==> src/rtl/load_writeback_buffer.sv <==
// Load return buffer: tracks in-flight loads in issue order, captures the
// returning bus words and hands extracted/extended results to the register
// file write port through a valid/ready handshake.
module load_writeback_buffer #(
   parameter int DATA_W = 32,
   parameter int DEPTH  = 4,
   parameter int LANE_W = $clog2(DATA_W / 8)
) (
   input  logic                   clk,
   input  logic                   reset_n,
   input  logic                   req_valid,
   output logic                   req_ready,
   input  logic [2:0]             req_op,
   input  logic [LANE_W-1:0]      req_lane,
   input  logic [4:0]             req_dest,
   input  logic [DATA_W-1:0]      req_rt_old,
   input  logic                   mem_readdatavalid,
   input  logic [DATA_W-1:0]      mem_readdata,
   output logic                   wb_valid,
   input  logic                   wb_ready,
   output logic [4:0]             wb_dest,
   output logic [DATA_W-1:0]      wb_data,
   output logic                   wb_fault,
   output logic [$clog2(DEPTH):0] count,
   output logic                   err_spurious
);

   localparam int PTR_W = $clog2(DEPTH);
   localparam logic [PTR_W:0] FULL_CNT = (PTR_W + 1)'(DEPTH);
   localparam logic [PTR_W:0] PTR_ONE  = (PTR_W + 1)'(1);

   localparam logic [2:0] OP_LW  = 3'd0;
   localparam logic [2:0] OP_LB  = 3'd1;
   localparam logic [2:0] OP_LBU = 3'd2;
   localparam logic [2:0] OP_LH  = 3'd3;
   localparam logic [2:0] OP_LHU = 3'd4;
   localparam logic [2:0] OP_LWL = 3'd5;
   localparam logic [2:0] OP_LWR = 3'd6;

   // Pointers carry one extra wrap bit so full and empty stay distinguishable
   // without a separate outstanding counter.
   logic [PTR_W:0]   head_x, ret_x, tail_x;
   logic [PTR_W-1:0] head_i, ret_i, tail_i;

   logic [2:0]        e_op   [DEPTH];
   logic [LANE_W-1:0] e_lane [DEPTH];
   logic [4:0]        e_dest [DEPTH];
   logic [31:0]       e_rt   [DEPTH];
   logic [DATA_W-1:0] e_raw  [DEPTH];
   logic [DEPTH-1:0]  e_ret;

   logic enq, ret_fire, pop, outstanding;

   assign head_i = head_x[PTR_W-1:0];
   assign ret_i  = ret_x[PTR_W-1:0];
   assign tail_i = tail_x[PTR_W-1:0];

   assign count       = tail_x - head_x;
   assign req_ready   = (count != FULL_CNT);
   assign outstanding = (ret_x != tail_x);
   assign enq         = req_valid & req_ready;
   assign ret_fire    = mem_readdatavalid & outstanding;
   assign pop         = wb_valid & wb_ready;

   // Pointer advance and sticky spurious-return flag.
   always_ff @(posedge clk or negedge reset_n) begin
      if (!reset_n) begin
         head_x       <= '0;
         ret_x        <= '0;
         tail_x       <= '0;
         err_spurious <= 1'b0;
      end else begin
         if (enq)
            tail_x <= tail_x + PTR_ONE;
         if (ret_fire)
            ret_x <= ret_x + PTR_ONE;
         if (pop)
            head_x <= head_x + PTR_ONE;
         if (mem_readdatavalid && !outstanding)
            err_spurious <= 1'b1;
      end
   end

   // Entry storage; enqueue, return and pop always address distinct slots.
   always_ff @(posedge clk or negedge reset_n) begin
      if (!reset_n) begin
         for (int i = 0; i < DEPTH; i++) begin
            e_op[i]   <= '0;
            e_lane[i] <= '0;
            e_dest[i] <= '0;
            e_rt[i]   <= '0;
            e_raw[i]  <= '0;
         end
         e_ret <= '0;
      end else begin
         if (enq) begin
            e_op[tail_i]   <= req_op;
            e_lane[tail_i] <= req_lane;
            e_dest[tail_i] <= req_dest;
            e_rt[tail_i]   <= req_rt_old[31:0];
            e_ret[tail_i]  <= 1'b0;
         end
         if (ret_fire) begin
            e_raw[ret_i] <= mem_readdata;
            e_ret[ret_i] <= 1'b1;
         end
         if (pop) begin
            e_ret[head_i]  <= 1'b0;
            e_raw[head_i]  <= '0;
            e_op[head_i]   <= '0;
            e_lane[head_i] <= '0;
            e_dest[head_i] <= '0;
            e_rt[head_i]   <= '0;
         end
      end
   end

   logic [2:0]        h_op;
   logic [LANE_W-1:0] h_lane;
   logic [4:0]        h_dest;
   logic [31:0]       h_rt;
   logic [DATA_W-1:0] h_raw;
   logic [31:0]       word;
   logic [1:0]        k;

   assign h_op   = e_op[head_i];
   assign h_lane = e_lane[head_i];
   assign h_dest = e_dest[head_i];
   assign h_rt   = e_rt[head_i];
   assign h_raw  = e_raw[head_i];
   assign k      = h_lane[1:0];

   generate
      if (DATA_W == 32) begin : g_word32
         assign word = h_raw;
      end else begin : g_word64
         assign word = h_raw[32*int'(h_lane[LANE_W-1:2]) +: 32];
      end
   endgenerate

   logic [7:0]        byte_v;
   logic [15:0]       half_v;
   logic [4:0]        sh_hi, sh_lo;
   logic [5:0]        sh_msk;
   logic [31:0]       lwl_r, lwr_r;
   logic [DATA_W-1:0] res;
   logic              fault;

   // Lane extraction, extension and unaligned-word merge for the head entry.
   always_comb begin
      byte_v = word[8*k +: 8];
      half_v = word[16*k[1] +: 16];
      sh_hi  = {2'd3 - k, 3'b000};
      sh_lo  = {k, 3'b000};
      sh_msk = {{1'b0, k} + 3'd1, 3'b000};
      lwl_r  = (word << sh_hi) | (h_rt & (32'hFFFF_FFFF >> sh_msk));
      lwr_r  = (word >> sh_lo) | (h_rt & ~(32'hFFFF_FFFF >> sh_lo));
      res    = '0;
      fault  = 1'b0;
      case (h_op)
         OP_LW: begin
            if (k != 2'd0) fault = 1'b1;
            else           res = DATA_W'($signed(word));
         end
         OP_LB:  res = DATA_W'($signed(byte_v));
         OP_LBU: res = DATA_W'(byte_v);
         OP_LH: begin
            if (k[0]) fault = 1'b1;
            else      res = DATA_W'($signed(half_v));
         end
         OP_LHU: begin
            if (k[0]) fault = 1'b1;
            else      res = DATA_W'(half_v);
         end
         OP_LWL:  res = DATA_W'($signed(lwl_r));
         OP_LWR:  res = DATA_W'($signed(lwr_r));
         default: fault = 1'b1;
      endcase
   end

   assign wb_valid = e_ret[head_i];
   assign wb_dest  = wb_valid ? h_dest : 5'd0;
   assign wb_fault = wb_valid & fault;
   assign wb_data  = (wb_valid && !fault) ? res : '0;

endmodule

==> config.mk <==
export PLATFORM = sky130hd
export DESIGN_NAME = load_writeback_buffer
export DESIGN_NICKNAME = d
export VERILOG_FILES = /design/src/rtl/load_writeback_buffer.sv
export SDC_FILE = /design/constraint.sdc
export NUM_CORES = 1
export LEC_CHECK = 0
export ABC_AREA = 1
export CORE_MARGIN = 4
export CORE_UTILIZATION = 43
export CTS_BUF_LIST = sky130_fd_sc_hd__clkbuf_4
export DETAILED_ROUTE_END_ITERATION = 10
export PLACE_DENSITY = 0.6
export SLEW_MARGIN = 40
export SYNTH_ARGS = -nofsm -noshare
export SYNTH_HDL_FRONTEND = slang
export SYNTH_SLANG_ARGS = --single-unit
==> constraint.sdc <==
create_clock -name clk -period 7.1 [get_ports clk]
set_input_delay 0.71 -clock clk [delete_from_list [all_inputs] [get_ports clk]]
set_output_delay 0.71 -clock clk [all_outputs]
set_load 0.01 [all_outputs]
---- Word-level counts from Yosys, hierarchy flattened ----
Index checks and enable logic that the tools add are counted.
cells by class
  add/sub/neg operators ................... 6
  $lt $le $gt $ge ......................... 12
  eq/ne operators ......................... 8
  shifts and indexed selects .............. 6
  multiplexer cells ....................... 68
  bitwise operators ....................... 26
  reduce and logical (&&, ||, !) cells .... 14
operators by type and width
  cell                                                                   count
  128-bit 2-to-1 mux                                                     4
  32-bit 2-to-1 mux                                                      10
  128-bit AND                                                            2
  128-bit bitwise mux                                                    2
  32-bit case mux with 7 select lines                                    1
  32-bit demux with 2-bit select                                         3
  32-bit binary-select mux with 2-bit select                             2
  128-bit NOT                                                            1
  32-bit AND                                                             2
  32-bit bitwise OR                                                      2
  20-bit 2-to-1 mux                                                      2
  32-bit NOT                                                             1
  32-bit by 6-bit indexed part select with 16-bit output                 1
  32-bit by 6-bit indexed part select with 8-bit output                  1
  32-bit by 5-bit left shift with 32-bit output                          1
  32-bit by 5-bit right shift with 32-bit output                         1
  32-bit by 5-bit right shift with 32-bit output (first input constant)  1
  32-bit by 6-bit right shift with 32-bit output (first input constant)  1
  5-bit 2-to-1 mux                                                       5
  12-bit 2-to-1 mux                                                      2
  20-bit AND                                                             1
  20-bit bitwise mux                                                     1
  5-bit demux with 2-bit select                                          2
  20-bit NOT                                                             1
  other kinds (44)                                                       90
storage, ports and cells
  bits in registers ....................... 310
  bits of input ports ..................... 79
  output and inout port bits .............. 44
  logic and storage cells ................. 165

---- Logic depth before layout (Yosys ltp) ----
  depth after elaboration ................. 11
  mapped depth ............................ 15
  mapped depth without buffers ............ 12

---- Worst setup path after synthesis ----
No wires, ideal clock.
  kind .................................... register to output
  start point ............................. reg head_x[1]
  end point ............................... out wb_data[4]
  data arrival time ....................... 1.835 ns
  data required time ...................... 6.390 ns
  slack ................................... 4.555 ns
  stages on the path, launching flop included .. 13
  path buffers ............................ 3
  path through ............................ dfrtp_1 > buf_2 > inv_2 > buf_4 > nand3_1 > nand2_1 > nand3_1 > nand2_2 > buf_4 > nand2_1 > nand2_1 > nand2_1 > a21oi_1
between the ends
  longest elaborated chain between the ends .. 10
  elaborated cells on any way between the ends .. 48
  classes of those cells .................. 2 x add/sub; 6 x eq/ne; 6 x shift; 22 x mux; 6 x bitwise; 6 x reduce/logical
RTL lines
  element                                                                                                 line      source
  start: declaration                                                                                      42        logic [PTR_W:0] head_x, ret_x, tail_x;
  start signal: assignment                                                                                78        head_x <= head_x + PTR_ONE;
  2-bit NOT with 3-bit output (implied by the code)                                                       --
  2-bit binary-select mux with 2-bit select or 3-bit binary-select mux with 2-bit select (tied branches)  127, 126
  2-bit 2-to-1 mux (implied by the code) or 3-bit 2-to-1 mux (tied branches) (2 in series)                127, 126
  2-bit by 1-bit adder with 3-bit output, or another cell as far along                                    155       sh_msk = {{1'b0, k} + 3'd1, 3'b000};
  32-bit by 6-bit right shift with 32-bit output, or another cell as far along                            156       lwl_r = (word << sh_hi) | (h_rt & (32'hFFFF_FFFF >> sh_msk));
  32-bit AND, or another cell as far along                                                                156
  32-bit bitwise OR, or another cell as far along                                                         156
  32-bit case mux with 7 select lines or 1-bit logical AND (tied branches)                                160, 184
  32-bit 2-to-1 mux (*)                                                                                   184       assign wb_data = (wb_valid && !fault) ? res : '0;
  end: declaration                                                                                        22        output logic [DATA_W-1:0] wb_data,
Mark *: on every way between the ends. The rest lies on a longest branch, timed or not. The select of a mux whose other input is x is not followed.

---- Worst setup path in the final report ----
  start point ............................. reg head_x[1]
  end point ............................... out wb_data[7]
Same word-level chain as after synthesis.

==> flow_summary.json <==
{
  "via_count": 17972,
  "viasPerCell": 5.06,
  "final_common_cell": "nand2_1",
  "worstSetupPathType": "register to output port",
  "most-common-layout-cells": "942 x nand2_1, 416 x nor2_1, 352 x inv_1",
  "globalRouteOverflowTotal": 0,
  "fin_ws_ns": 1.36,
  "status": "finished clean",
  "cts_tree": "yes",
  "report.final.slew_viol_count": 0,
  "dieArea_mm2": 0.0466,
  "fin_area_mm2": 0.0212,
  "clk_path_buf_depth": 3,
  "cts_made_buffers": 88,
  "crit_arrival_ns": 5.03,
  "initial_core_util_pct": 43.9,
  "syn_area_per_cell_um2": 6.51,
  "start_kind": "register",
  "maxSlewHeadroom_pct": 45.0,
  "grtUsageTotal_pct": 26.4,
  "p_per_area_mw_per_mm2": 170,
  "finalWeightedCongestion": 0.978,
  "ys_seq_area_share_pct": 41.7,
  "clock_sink_count": 310,
  "p_leak_uw": 0.0123,
  "post-dp-hpwl_um": 39600,
  "fin_crit_ns": 5.74,
  "clock-root-buffer": "clkbuf_4",
  "ys_seq_elements": 310,
  "clk_pin_slew_worst_paths_ns": 0.06,
  "timing.fmax_ghz": 0.174,
  "die_h_um": 216,
  "clock_latency_ns": 0.81,
  "skew_ns": 0.0457,
  "routed_wirelength_um": 61800,
  "worstMarginPinSlew_ns": 0.822,
  "syn2layout_area_growth_pct": 14.0,
  "dpl_cell_area_mm2": 0.0200,
  "drtIter0Drc": 1364,
  "synthArstFlopShare_pct": 100,
  "whs_ns": 0.481,
  "synth_area_mm2": 0.0186,
  "rows": 75,
  "fin_util_pct": 50.1,
  "htree_num_levels": 3,
  "fin_nets": 3011,
  "io_buffers": 122,
  "drc_errors": 0,
  "core-area_mm2": 0.0423,
  "setup_viol": 0,
  "crit_fanout": 32,
  "firstDrtPassIters": 9,
  "hold_class": "register to register",
  "dp_slack_ns": 2.25,
  "grt_pass1_vias": 17031,
  "syn_nets": 2950,
  "min_period_over_period_pct": 80.8,
  "ant_nets": 0,
  "drive_above_1_share_pct": 6.89,
  "drv_cap": 0,
  "pin_count": 123,
  "synthCells": 2857,
  "ys_types": 29,
  "yosys_warnings": 0,
  "synth_edf_count": 0,
  "grt_pass1_wl_um": 97800,
  "rsz0062_at_grt": "no",
  "cts_setup_buffers": 0,
  "hold_viol": 0,
  "yosys_most_used_dff": "dfrtp_1",
  "avgRoutedWirePerCell_um": 17.4,
  "finalSetupTns_ns": 0,
  "grt_max_degree": 98,
  "worstSetupEndpointType": "output port",
  "required_ns": 6.39,
  "fp.dieW_um": 216,
  "irDropWorstVdd_mv": 0.129,
  "antenna_found_initial": 1
}
[critical path: stages, from the launching register on]
cell	delay, ns
dfrtp_2	0.64
inv_2	0.48
nand3_1	0.15
nand2_2	0.47
nand2_2	0.46
a21oi_2	0.32
nand3_2	0.61
a21oi_1	0.47
clkdlybuf4s50_1	0.60
[final timing paths]
check	from	to	slack [ns]	cells after the start
worst min register to register	err_spurious$_DFFE_PN0P_	err_spurious$_DFFE_PN0P_	0.48	1
max in group asynchronous	reset_n	e_raw[33]$_DFF_PN0_	5.23	4
worst min-delay path	err_spurious$_DFFE_PN0P_	err_spurious$_DFFE_PN0P_	0.48	1
worst max register to register	head_x[1]$_DFFE_PN0P_	e_raw[58]$_DFF_PN0_	3.28	11
worst max-delay path	head_x[1]$_DFFE_PN0P_	wb_data[7]	1.36	8
min in group asynchronous	reset_n	e_rt[56]$_DFF_PN0_	0.51	2
[layout make-up]
type	instances	area (um2)
fill	4345	21100
inverter	361	1360
clock inverter	15	141
clock buffer	134	1010
antenna	1	2.50
multi-input combinational	2006	8660
sequential	310	7760
tap	577	722
timing repair buffer	151	1540
[metrics by stage]
step	cells	total power, uW
2_1_floorplan	2857	1800
3_3_place_gp	3400	1910
3_5_place_dp	3403	1910
4_1_cts	3553	3660
5_1_grt	3555	3760
6_report	3555	3600
[power breakdown]
| group | switching [uW] | internal [uW] |
|---|---|---|
| clock | 766 | 958 |
| sequential | 0.00000000000000625 | 1770 |
| combinational | 67.9 | 42.2 |
| total | 834 | 2770 |
[state kept, by name (all words and copies together), names as in the netlist]
register	flops
e_dest	20
e_lane	8
e_op	12
e_raw	128
e_ret	4
e_rt	128
err_spurious	1
head_x	3
ret_x	3
tail_x	3
[kinds of logic (layout without fill, tap and decap cells)]
group,after synthesis,count (layout),share of synthesized area (%)
simple gates,1615,1615,34.7
buf+inv,541,661,12.1
compound gates,366,366,10.0
flops,310,310,41.7
fa+ha+maj,14,14,0.983
xor+xnor,11,11,0.518
other cells,0,1,0
[Yosys cell counts, drive strengths merged (6+ instances only)]
cell,instances,area share (%)
dfrtp,310,42
inv,360,7.3
nand3b,8,0.39
xnor2,6,0.28
a21oi,181,4.9
ha,13,0.88
nand3,233,6.4
buf,119,3.6
nor2,416,8.4
o21ai,176,4.7
nand2,957,19
clkbuf,61,1.2
[what timing repair did]
| item | CTS | global route |
|---|---|---|
| hold endpoints to repair | 82 | 0 |
| resized for setup | 0 | 0 |
| hold buffers | 1 | 0 |
[metal layers]
| metal | GRT usage, % | routed length [um] | part of all wire, % | up-vias |
|---|---|---|---|---|
| met5 | 0 | 0 | 0 | - |
| met4 | 9.77 | 2100 | 3.4 | 0 |
| met3 | 4.26 | 3820 | 6.2 | 115 |
| met2 | 42.2 | 28400 | 46 | 600 |
| met1 | 36.4 | 27400 | 44 | 8376 |
| li1 | - | - | - | 8881 |
(Power assumes the default switching activity.)
